[src/rtl/mem_copy_engine.sv]
// Bus-master block engine: copies a block of words src->dst or fills dst with a constant,
// driving a single-port memory that writes on posedge and reads combinationally.
module mem_copy_engine #(
    parameter int ADDR_W = 16,
    parameter int DATA_W = 16
) (
    input  logic              clk,
    input  logic              rst,
    input  logic              start,
    input  logic              fill,
    input  logic [ADDR_W-1:0] src_addr,
    input  logic [ADDR_W-1:0] dst_addr,
    input  logic [15:0]       length,
    input  logic [DATA_W-1:0] fill_value,
    output logic              busy,
    output logic              done,
    output logic [ADDR_W-1:0] mem_addr,
    output logic              mem_we,
    output logic [DATA_W-1:0] mem_wdata,
    input  logic [DATA_W-1:0] mem_rdata
);

    // state | meaning
    // IDLE  | waiting for start; all outputs 0
    // READ  | copy only: present src+cnt, capture mem_rdata into hold
    // WRITE | present dst+cnt with write enable; advance cnt
    // DONE  | one-cycle completion pulse, busy still high
    typedef enum logic [1:0] {
        IDLE  = 2'd0,
        READ  = 2'd1,
        WRITE = 2'd2,
        DONE  = 2'd3
    } state_t;

    state_t            state;
    logic [15:0]       cnt;
    logic [DATA_W-1:0] hold;
    logic [ADDR_W-1:0] src_q;
    logic [ADDR_W-1:0] dst_q;
    logic [15:0]       len_q;
    logic              fill_q;
    logic [DATA_W-1:0] fval_q;
    logic              busy_q;
    logic              done_q;
    logic [ADDR_W-1:0] addr_q;
    logic              we_q;
    logic [15:0]       cnt_inc;
    logic              last_word;

    assign cnt_inc   = cnt + 16'd1;
    assign last_word = (cnt_inc == len_q);

    assign busy     = busy_q;
    assign done     = done_q;
    assign mem_addr = addr_q;
    // Reset must suppress the write already being presented so an abort never commits it.
    assign mem_we    = we_q & ~rst;
    assign mem_wdata = we_q ? (fill_q ? fval_q : hold) : '0;

    always_ff @(posedge clk) begin
        if (rst) begin
            state  <= IDLE;
            cnt    <= '0;
            hold   <= '0;
            src_q  <= '0;
            dst_q  <= '0;
            len_q  <= '0;
            fill_q <= 1'b0;
            fval_q <= '0;
            busy_q <= 1'b0;
            done_q <= 1'b0;
            addr_q <= '0;
            we_q   <= 1'b0;
        end else begin
            case (state)
                IDLE: begin
                    busy_q <= 1'b0;
                    done_q <= 1'b0;
                    addr_q <= '0;
                    we_q   <= 1'b0;
                    if (start) begin
                        src_q  <= src_addr;
                        dst_q  <= dst_addr;
                        len_q  <= length;
                        fill_q <= fill;
                        fval_q <= fill_value;
                        cnt    <= '0;
                        busy_q <= 1'b1;
                        if (length == 16'd0) begin
                            state  <= DONE;
                            done_q <= 1'b1;
                        end else if (fill) begin
                            state  <= WRITE;
                            addr_q <= dst_addr;
                            we_q   <= 1'b1;
                        end else begin
                            state  <= READ;
                            addr_q <= src_addr;
                        end
                    end
                end
                READ: begin
                    hold   <= mem_rdata;
                    state  <= WRITE;
                    addr_q <= dst_q + ADDR_W'(cnt);
                    we_q   <= 1'b1;
                end
                WRITE: begin
                    cnt <= cnt_inc;
                    if (last_word) begin
                        state  <= DONE;
                        done_q <= 1'b1;
                        addr_q <= '0;
                        we_q   <= 1'b0;
                    end else if (fill_q) begin
                        addr_q <= dst_q + ADDR_W'(cnt_inc);
                    end else begin
                        state  <= READ;
                        addr_q <= src_q + ADDR_W'(cnt_inc);
                        we_q   <= 1'b0;
                    end
                end
                DONE: begin
                    state  <= IDLE;
                    busy_q <= 1'b0;
                    done_q <= 1'b0;
                    addr_q <= '0;
                    we_q   <= 1'b0;
                end
                default: begin
                    state  <= IDLE;
                    busy_q <= 1'b0;
                    done_q <= 1'b0;
                    addr_q <= '0;
                    we_q   <= 1'b0;
                end
            endcase
        end
    end

endmodule

[config.mk]
export PLATFORM = sky130hd
export DESIGN_NAME = mem_copy_engine
export DESIGN_NICKNAME = d
export VERILOG_FILES = /design/src/rtl/mem_copy_engine.sv
export SDC_FILE = /design/constraint.sdc
export NUM_CORES = 1
export LEC_CHECK = 0
export CORE_ASPECT_RATIO = 1.4
export CORE_MARGIN = 5
export CORE_UTILIZATION = 54
export DETAILED_ROUTE_END_ITERATION = 16
export PLACE_DENSITY = 0.81
export SKIP_LAST_GASP = 1
export SYNTH_ARGS = -nofsm -noshare
export SYNTH_HDL_FRONTEND = slang
export SYNTH_SLANG_ARGS = --single-unit
[constraint.sdc]
create_clock -name clk -period 4.04 [get_ports clk]
set_clock_uncertainty 0.2 [all_clocks]
set_input_delay 0.404 -clock clk [delete_from_list [all_inputs] [get_ports clk]]
set_output_delay 0.404 -clock clk [all_outputs]
set_load 0.005 [all_outputs]
==> Flow_metrics.wiki <==
{| class="wikitable"
! Metric !! Value
|-
| Required time of the critical path || 4150 ps
|-
| Worst min-delay path endpoint || fval_q[7]
|-
| Mapped Area || 7120 sq um
|-
| Horiz. Die Dim || 107 um
|-
| Number of global-route vias before repair || 6918
|-
| Tot GR Track Use || 26.7%
|-
| Clock slew at the register clock pins of the worst setup and hold paths || 50 ps
|-
| Net count of the finished layout || 1108
|-
| Drt via density || 5.85
|-
| Via count || 6727
|-
| Placeable Area || 12900 sq um
|-
| Worst Reg2Reg Path Length in Cells || 11
|-
| Synth cell types || 63
|-
| Total negative slack || 0 ps
|-
| Number of ports placed on the die boundary || 119
|-
| Number of gates resized after cts || 0
|-
| Most common cell after layout, fill and taps aside || sky130_fd_sc_hd__nand2_1
|-
| Critical Path End Type || flip-flop
|-
| Count of non-filler cells in the finished layout || 1150
|-
| Power Density || 460 nW/um^2
|-
| YS warnings || 0
|-
| Fraction of final layout cells with drive strength greater than 1 || 7.82%
|-
| Initial antenna violation count || 0
|-
| Number of buffer cells added on primary ports || 118
|-
| Count of pins over their slew limit || 0
|-
| Std cell rows || 49
|-
| Post-Route WL || 20500 um
|-
| Clk Latency, worst-skew pair || 420 ps
|-
| Worst setup margin || 360 ps
|-
| Height of the chip || 146 um
|-
| Crit share post-route || 91.1%
|-
| Prevailing post-synth register cell || sky130_fd_sc_hd__dfxtp_1
|-
| Avg Inst Size Synth || 8.05 sq um
|-
| Maximum number of pins on one net before global-route repair || 81
|-
| Number of endpoints failing setup at the final stage || 0
|-
| Gp weighted congestion || 0.984
|-
| Global-route wire length before repair || 33400 um
|-
| Post-detail-place hpwl || 14500 um
|-
| Maximum frequency from static timing analysis || 272 MHz
|-
| Critical-path maximum fanout || 9
|-
| Hold Path Depth || 2
|-
| Ant diodes || 0
|-
| Share of synthesized area occupied by flip-flops and latches || 33.2%
|-
| Starting density of the core || 55.3%
|-
| DP Worst Slack || 457 ps
|-
| Synthesis-to-layout area growth || 25.9%
|-
| Net Count, Synth || 1006
|-
| Final core occ || 69.6%
|-
| Most frequent cells in the layout || sky130_fd_sc_hd__nand2_1, sky130_fd_sc_hd__dfxtp_1, sky130_fd_sc_hd__clkdlybuf4s50_1
|-
| Reg-to-reg slack, setup || 360 ps
|-
| Clock root buffer || sky130_fd_sc_hd__clkbuf_16
|-
| Routed wire length per instance || 17.8 um
|-
| Number of design rule violations left after detail routing || 0
|-
| Tightest Pin Transition || 1100 ps
|-
| Initial DRC count || 369
|-
| Setup repair after global routing missed its margin || no
|-
| Max-slew headroom at the worst pin || 26.5%
|-
| Inserted Clock Buffers || 17
|-
| Hold Crit Start || fval_q[7]
|-
| Crit Reg-Reg Endpoint || mem_addr[15]
|-
| Number of cells after detailed placement || 1120
|-
| Post-CTS setup buffer count || 0
|-
| DIE AREA || 15600 sq um
|-
| Count of state elements after synthesis || 118
|-
| Total grt overflow || 0
|-
| Count of nets left with antenna violations after detail routing || 0
|-
| Number of hold violations in the final report || 0
|-
| LEAKAGE || 3.65 nW
|-
| Min cycle time layout || 3680 ps
|-
| Worst reg2reg startpoint || cnt[0]
|-
| Post-synthesis cell count || 884
|-
| Worst setup path class || reg2reg
|-
| Count of hold-fix buffers inserted at cts || 0
|-
| Pre-antenna DRT Iters || 6
|-
| Result of the run || complete, no violations
|-
| Worst min-delay path category || reg2reg
|-
| TritonCTS clock tree || built
|-
| Data arrival time of the critical path || 3790 ps
|-
| Async set-or-reset flop fraction in the synthesized netlist || 0%
|-
| CTS Buffer Depth || 2
|-
| Highest ir drop seen on vdd || 0.304 mV
|-
| CP startpoint kind || flip-flop
|-
| Reported max-cap violation count || 0
|-
| Number of enable-type register cells in the synthesized netlist || 0
|-
| Level count of the clock H-tree || 4
|-
| Total number of clock tree sinks || 118
|}
Yosys cell counts (4+ instances only):
library cell / instances / area share (%)
sky130_fd_sc_hd__nand2_1: 164 / 8.6
sky130_fd_sc_hd__dfxtp_1: 118 / 33
sky130_fd_sc_hd__a21oi_1: 110 / 7.7
sky130_fd_sc_hd__nor2_1: 73 / 3.8
sky130_fd_sc_hd__mux2i_1: 48 / 6.7
sky130_fd_sc_hd__clkbuf_1: 37 / 2.0
sky130_fd_sc_hd__ha_1: 36 / 6.3
sky130_fd_sc_hd__xnor2_1: 28 / 3.4
sky130_fd_sc_hd__o21ai_0: 23 / 1.6
sky130_fd_sc_hd__nor2b_1: 21 / 1.8
sky130_fd_sc_hd__xor2_1: 21 / 2.6
sky130_fd_sc_hd__inv_1: 18 / 0.95
sky130_fd_sc_hd__mux2_2: 18 / 2.8
sky130_fd_sc_hd__nor3_1: 14 / 0.98
sky130_fd_sc_hd__nand3_1: 13 / 0.91
sky130_fd_sc_hd__a21o_1: 11 / 1.2
sky130_fd_sc_hd__o22ai_1: 10 / 0.88
sky130_fd_sc_hd__or3_1: 9 / 0.79
sky130_fd_sc_hd__nand2b_1: 8 / 0.70
sky130_fd_sc_hd__nor4_1: 7 / 0.62
sky130_fd_sc_hd__buf_1: 6 / 0.32
sky130_fd_sc_hd__a211o_1: 5 / 0.62
sky130_fd_sc_hd__a211oi_1: 5 / 0.53
sky130_fd_sc_hd__a22oi_1: 5 / 0.53
sky130_fd_sc_hd__and3_1: 5 / 0.44
sky130_fd_sc_hd__and2_1: 4 / 0.35
sky130_fd_sc_hd__nand4_1: 4 / 0.35
sky130_fd_sc_hd__o211ai_1: 4 / 0.42
sky130_fd_sc_hd__o21a_1: 4 / 0.42
sky130_fd_sc_hd__o31ai_1: 4 / 0.42
per-layer routing:
layer  global-route usage [%]  share of wire [%]
met5                        0                  0
met4                     15.9                5.1
met3                     6.88                6.2
met2                     47.4                 52
met1                     27.8                 37
final cells by class:
class                      count  area (sq um)
clock inverter                 9          77.6
fill                        1059          3910
multi-input combinational    698          4490
inverter                      18          67.6
clock buffer                  21           480
tap                          153           191
sequential                   118          2360
timing repair buffer         133          1290
power breakdown:
part | total, mW | leakage [nW] | switching [mW] | internal [mW]
Clock | 1.44 | 0.272 | 0.541 | 0.896
Combinational | 1.23 | 2.41 | 0.700 | 0.529
Sequential | 1.46 | 0.964 | 0.128 | 1.33
Total | 4.13 | 3.65 | 1.37 | 2.76
sequential cells by signal, indices dropped and copies added (netlist names):
signal / count
done: 1
state: 2
src_q: 16
fval_q: 16
hold: 16
cnt: 16
mem_addr: 16
we_q: 1
fill_q: 1
busy: 1
len_q: 16
dst_q: 16
worst max path at each step:
stage	depth (start not counted)	slack [ps]	from	endpoint
6_report	11	360	cnt[0]	mem_addr[15]
5_1_grt	11	140	cnt[0]	mem_addr[15]
4_1_cts	13	390	cnt[0]	mem_addr[15]
3_5_place_dp	13	460	cnt[0]	mem_addr[15]
3_3_place_gp	13	510	cnt[0]	mem_addr[15]
2_1_floorplan	13	400	fill_q	mem_addr[15]
kinds of logic (layout without fill, tap and decap cells):
kind of cell	after synthesis	count (layout)	share of synthesized area (%)
flip-flops	118	118	33.2
AND/OR/NAND/NOR	342	342	22.8
adder cells (fa/ha/maj)	38	38	6.89
buffers and inverters	68	181	3.81
multiplexers	66	66	9.60
XOR/XNOR	52	52	6.98
AO/OA/AOI/OAI	200	200	16.7
stage by stage:
step                      hold slack [ps]  instance area (sq um)  power [mW]
after global routing                  269                   8960        4.34
final                                 255                   8960        4.13
after global placement                240                   8400        2.67
after floorplan                       234                   7120        2.28
after CTS                             254                   8960        4.14
after detailed placement              247                   8400        2.70
worst max-delay path, cell delays in order (launching register included):
cell and delay, ps:
sky130_fd_sc_hd__dfxtp_1 500, sky130_fd_sc_hd__ha_1 310, sky130_fd_sc_hd__xor2_1 330, sky130_fd_sc_hd__ha_1 340
sky130_fd_sc_hd__o21ai_0 230, sky130_fd_sc_hd__o21ai_0 150, sky130_fd_sc_hd__a221oi_1 420, sky130_fd_sc_hd__a21oi_1 190
sky130_fd_sc_hd__a41oi_1 350, sky130_fd_sc_hd__mux2i_1 110, sky130_fd_sc_hd__and4b_1 200, sky130_fd_sc_hd__a211o_1 220
(Power assumes the default switching activity.)
==> RTL edit 1: new RTL, config.mk and constraints unchanged <==
Encoding of `state_t`: now one-hot (4 bits for 4 states).
--- a/src/rtl/mem_copy_engine.sv
+++ b/src/rtl/mem_copy_engine.sv
@@ -27,7 +27,7 @@
     // DONE  | one-cycle completion pulse, busy still high
-    typedef enum logic [1:0] {
-        IDLE  = 2'd0,
-        READ  = 2'd1,
-        WRITE = 2'd2,
-        DONE  = 2'd3
+    typedef enum logic [3:0] {
+        IDLE  = 4'b0001,
+        READ  = 4'b0010,
+        WRITE = 4'b0100,
+        DONE  = 4'b1000
     } state_t;
Check against the original RTL: no difference found for any inputs over 4 cycles, from zero or initial values and one cycle with rst high; so few cycles prove little.
==> RTL edit 1 against the unedited design <==
Final cell count up 1.0%. Worst setup slack improved by 0.038 ns. Wire length is 2.8% higher. Maximum frequency grew 1.0%. Synthesized cell count rose by 0.68%. Area after synthesis is essentially flat. Power fell by 12%. Count of clock-buffer cells in the layout down 4. Design area is 0.78% higher. Critical path depth grew 3. Sequential cell count increased by 2. Clock power grew 9.7%. Global-route usage is 0.46 points higher. Highest routed layer unchanged.
==> RTL edit 1: results <==
layout:
  fin_cells: 1162
  antenna_cells: 0
  seq_area_sq_mm: 0.002404
  layout.nets: 1113
  drive_gt1_frac: 0.08424
  n_fill_cell: 1042
clock_network:
  clk_latency_ns: 0.42
  clock-root-buffer: "clkbuf_16"
  postCtsSetupBuffers: 0
  cts-htree-levels: 4
  clkTransAtPathRegs_ns: 0.06
  cts_buffers: 17
  clock_path_buffers: 2
global_routing:
  grt_max_degree: 97
  track_usage: 0.2719
  use_met3: 0.04083
  grt_use_met2: 0.4881
  use_met1: 0.3046
  grt_pass1_vias: 6694
  grt_pass1_wl_mm: 33.80
  antenna_found_initial: 0
synth:
  synth_nets: 1007
  synthTopCellsByCount: "186 x nand2_1, 130 x a21oi_1, 120 x dfxtp_1"
  ys_top_cells_by_area: "dfxtp_1 34%, nand2_1 9.8%, a21oi_1 9.1%"
  synthArstFlopShare: 0
  synth_cell_types: 62
  postSynthCellCount: 890
  ys_warn_count: 0
  synthFlopType: "dfxtp_1"
  yosysSeqAreaShare: 0.3371
placed_design:
  dp_slack_ns: 0.3360
  postPlaceCellArea_sq_mm: 0.008412
  hpwlAfterDp_mm: 15.11
  place_congestion: 0.9813
  dp.cells: 1130
  portBuffers: 118
detailed_routing:
  drtIter0Drc: 397
  num_vias: 6771
  routedWlPerCell_um: 18.10
  drt_first_pass_iters: 5
pwr:
  ir_drop_uv: 280.5
  leakagePower_nw: 3.583
timing:
  hold_violations: 0
  worst_pin_slew_ns: 1.007
status:
  status: "complete, no violations"
worst_setup_path:
  worstPathArrival_ns: 3.72
  cp-end-kind: "register"
  critPathMaxFanout: 8
min_path:
  hold_class: "in -> reg"
[RTL edit 1: area by class of cell]
class	count	share of cell area
multi-input combinational	704	0.4918
sequential	120	0.2661
timing repair buffer	138	0.1469
clock buffer	17	0.04710
tap	153	0.02120
clock inverter	15	0.02064
inverter	15	0.006234
[RTL edit 1: worst paths after layout]
check                           cells after the start                   from                       to  slack (ns)
worst max-delay path                               14    cnt[0]$_SDFFE_PP0P_  mem_addr[12]$_SDFF_PP0_        0.40
worst min-delay path                                2                    rst    dst_q[9]$_SDFFE_PP0P_        0.06
worst max register to register                     14    cnt[0]$_SDFFE_PP0P_  mem_addr[12]$_SDFF_PP0_        0.40
worst min register to register                      2  hold[11]$_SDFFE_PP0P_    hold[11]$_SDFFE_PP0P_        0.25
[RTL edit 1: layer usage]
layer	vias up	routed length [um]	part of all wire
met5	-	0	0
met4	0	1025	0.049
met3	60	1071	0.051
met2	222	10870	0.52
met1	3167	8062	0.38
li1	3322	-	-
[RTL edit 1: kinds of logic (layout without fill, tap and decap cells)]
family | count (synthesis) | in the layout | share of synthesized area
XOR/XNOR | 58 | 58 | 0.08112
buffers and inverters | 66 | 185 | 0.04319
AO/OA/AOI/OAI | 221 | 221 | 0.1835
multiplexers | 49 | 49 | 0.07129
flip-flops | 120 | 120 | 0.3371
adder cells (fa/ha/maj) | 33 | 33 | 0.06005
AND/OR/NAND/NOR | 343 | 343 | 0.2237
[RTL edit 1: what timing repair did]
item                       4_1_cts  5_1_grt
hold endpoints to repair         0        0
resized for setup                0        1
setup endpoints to repair        0        1
[RTL edit 1: power by group]
part / total (mW) / switching (mW) / internal [mW]
clock: 1.58 / 0.594 / 0.982
sequential: 1.35 / 0.0726 / 1.28
combinational: 0.706 / 0.394 / 0.312
[RTL edit 1: worst max-delay path, stage by stage, from the launching register on]
cell      delay, ns
dfxtp_1        0.50
ha_1           0.32
nand3_1        0.19
xor2_1         0.29
inv_1          0.10
ha_1           0.38
a21oi_1        0.09
o22ai_1        0.25
o41ai_2        0.11
buf_4          0.15
o311ai_0       0.36
o211ai_1       0.19
xnor2_1        0.16
a21oi_1        0.15
nor2_1         0.05
==> RTL edit 2: new RTL, same settings <==
Made on the original files. `ADDR_W`: 16 -> 18.
--- a/src/rtl/mem_copy_engine.sv
+++ b/src/rtl/mem_copy_engine.sv
@@ -3,3 +3,3 @@
 module mem_copy_engine #(
-    parameter int ADDR_W = 16,
+    parameter int ADDR_W = 18,
     parameter int DATA_W = 16
Ports: changed (resized dst_addr, mem_addr and src_addr); port bits go from 119 to 125. No check against the original RTL was run, so the function may have changed too.
==> RTL edit 2 against the unedited design <==
Sequential cell count rose by 6. Area after synthesis rose by 8.8%. Largest power group unchanged. Design area up 8.3%. Wire length is 14% higher. Maximum frequency grew 2.3%. Largest cell class unchanged. Count of clock-buffer cells in the layout shrank 4. Sequential power up 5%. Critical path type unchanged. Critical endpoint is now mem_addr[12]$_SDFF_PP0_. Worst setup slack gained 0.084 ns. Power increased by 4.2%.
==> RTL edit 2: results <==
status:
  status: "complete, no violations"
synth:
  synthFlopType: "dfxtp_1"
  synthArstFlopShare: 0
  synthTopCellsByCount: "167 x nand2_1, 124 x dfxtp_1, 123 x a21oi_1"
  synth_nets: 1085
  ys_warn_count: 0
  yosysSeqAreaShare: 0.3205
  ys_top_cells_by_area: "dfxtp_1 32%, nand2_1 8.1%, a21oi_1 7.9%"
  synth_cell_types: 75
placed_design:
  portBuffers: 124
  hpwlAfterDp_mm: 16.82
  place_congestion: 0.9742
global_routing:
  grt_max_degree: 71
  antenna_found_initial: 0
  grt_pass1_wl_mm: 37.57
  grt_pass1_vias: 7486
  track_usage: 0.2786
clock_network:
  clock-root-buffer: "clkbuf_16"
  clk_latency_ns: 0.43
  cts-htree-levels: 4
  clkTransAtPathRegs_ns: 0.06
  cts_buffers: 17
  cts_hold_buf: 0
  clock_path_buffers: 2
worst_setup_path:
  worstPathArrival_ns: 3.71
  critPathMaxFanout: 8
timing:
  worst_pin_slew_ns: 0.9488
pwr:
  switching_share: 0.3459
  ir_drop_uv: 355.9
  leakagePower_nw: 3.809
detailed_routing:
  routed_wirelength_mm: 23.26
  via_per_inst: 5.812
  drt_first_pass_iters: 6
  drtIter0Drc: 435
layout:
  n_fill_cell: 1176
  antenna_cells: 0
  layout.nets: 1192
  drive_gt1_frac: 0.09740
min_path:
  hold_class: "in -> reg"
-- RTL edit 2: metrics by stage --
step	std cells	power [mW]	setup WS, ns	hold WS, ns	cell area (sq um)
2_1_floorplan	958	2.397	0.4105	0.2338	7746
3_3_place_gp	1231	2.829	0.4926	0.2402	9143
3_5_place_dp	1231	2.853	0.4085	0.2463	9143
4_1_cts	1263	4.314	0.3829	0.2143	9707
5_1_grt	1263	4.530	0.06734	0.2336	9708
6_report	1263	4.300	0.4436	0.2181	9708
-- RTL edit 2: final timing paths --
check / from / to / slack [ns] / cells after the start
hold / removal: rst / hold[11]$_SDFFE_PP0P_ / 0.22 / 2
setup reg to reg: cnt[0]$_SDFFE_PP0P_ / mem_addr[12]$_SDFF_PP0_ / 0.44 / 12
hold reg to reg: src_q[14]$_SDFFE_PP0P_ / src_q[14]$_SDFFE_PP0P_ / 0.25 / 2
setup / recovery: cnt[0]$_SDFFE_PP0P_ / mem_addr[12]$_SDFF_PP0_ / 0.44 / 12
-- RTL edit 2: area by class of cell --
class	instances	share of cell area
inverter	24	0.009280
sequential	124	0.2560
tap	185	0.02384
clock inverter	15	0.01431
multi-input combinational	748	0.5051
clock buffer	17	0.04382
timing repair buffer	150	0.1477
-- RTL edit 2: repair_timing --
item                                    4_1_cts  5_1_grt
gates resized for setup                       0        1
endpoints found under the setup margin        0        1
buffers inserted                              0        0
-- RTL edit 2: power groups by stage --
| stage | logic [mW] | clock network [mW] | registers [mW] |
|---|---|---|---|
| final | 1.31 | 1.46 | 1.53 |
| after global routing | 1.45 | 1.53 | 1.55 |
| after CTS | 1.32 | 1.47 | 1.53 |
| after detailed placement | 1.30 | 0 | 1.55 |
| after global placement | 1.28 | 0 | 1.55 |
| after floorplan | 0.889 | 0 | 1.51 |
-- RTL edit 2: kinds of logic after synthesis --
| logic type | Yosys count | synth area share |
|---|---|---|
| AND/OR/NAND/NOR | 358 | 0.2182 |
| adder cells (fa/ha/maj) | 40 | 0.06639 |
| flip-flops | 124 | 0.3205 |
| buffers and inverters | 86 | 0.04700 |
| XOR/XNOR | 50 | 0.06219 |
| multiplexers | 71 | 0.09498 |
| AO/OA/AOI/OAI | 229 | 0.1908 |
-- RTL edit 2: critical path: stages, from the launching register on --
cell and delay [ns]:
dfxtp_1 0.33, ha_1 0.33, and3_1 0.30, xnor2_1 0.19, ha_1 0.33, or3_1 0.36
a21oi_1 0.26, a211oi_1 0.10, nor4_1 0.39, nor2_1 0.15, xor2_1 0.18, a221oi_2 0.28
nor2_1 0.06
-- RTL edit 2: per-layer routing --
layer | global-route usage | wire (um) | share of wire
met1 | 0.3111 | 9084 | 0.39
met2 | 0.5051 | 11930 | 0.51
met3 | 0.06794 | 1456 | 0.063
met4 | 0.1205 | 795 | 0.034
met5 | 0 | 0 | 0
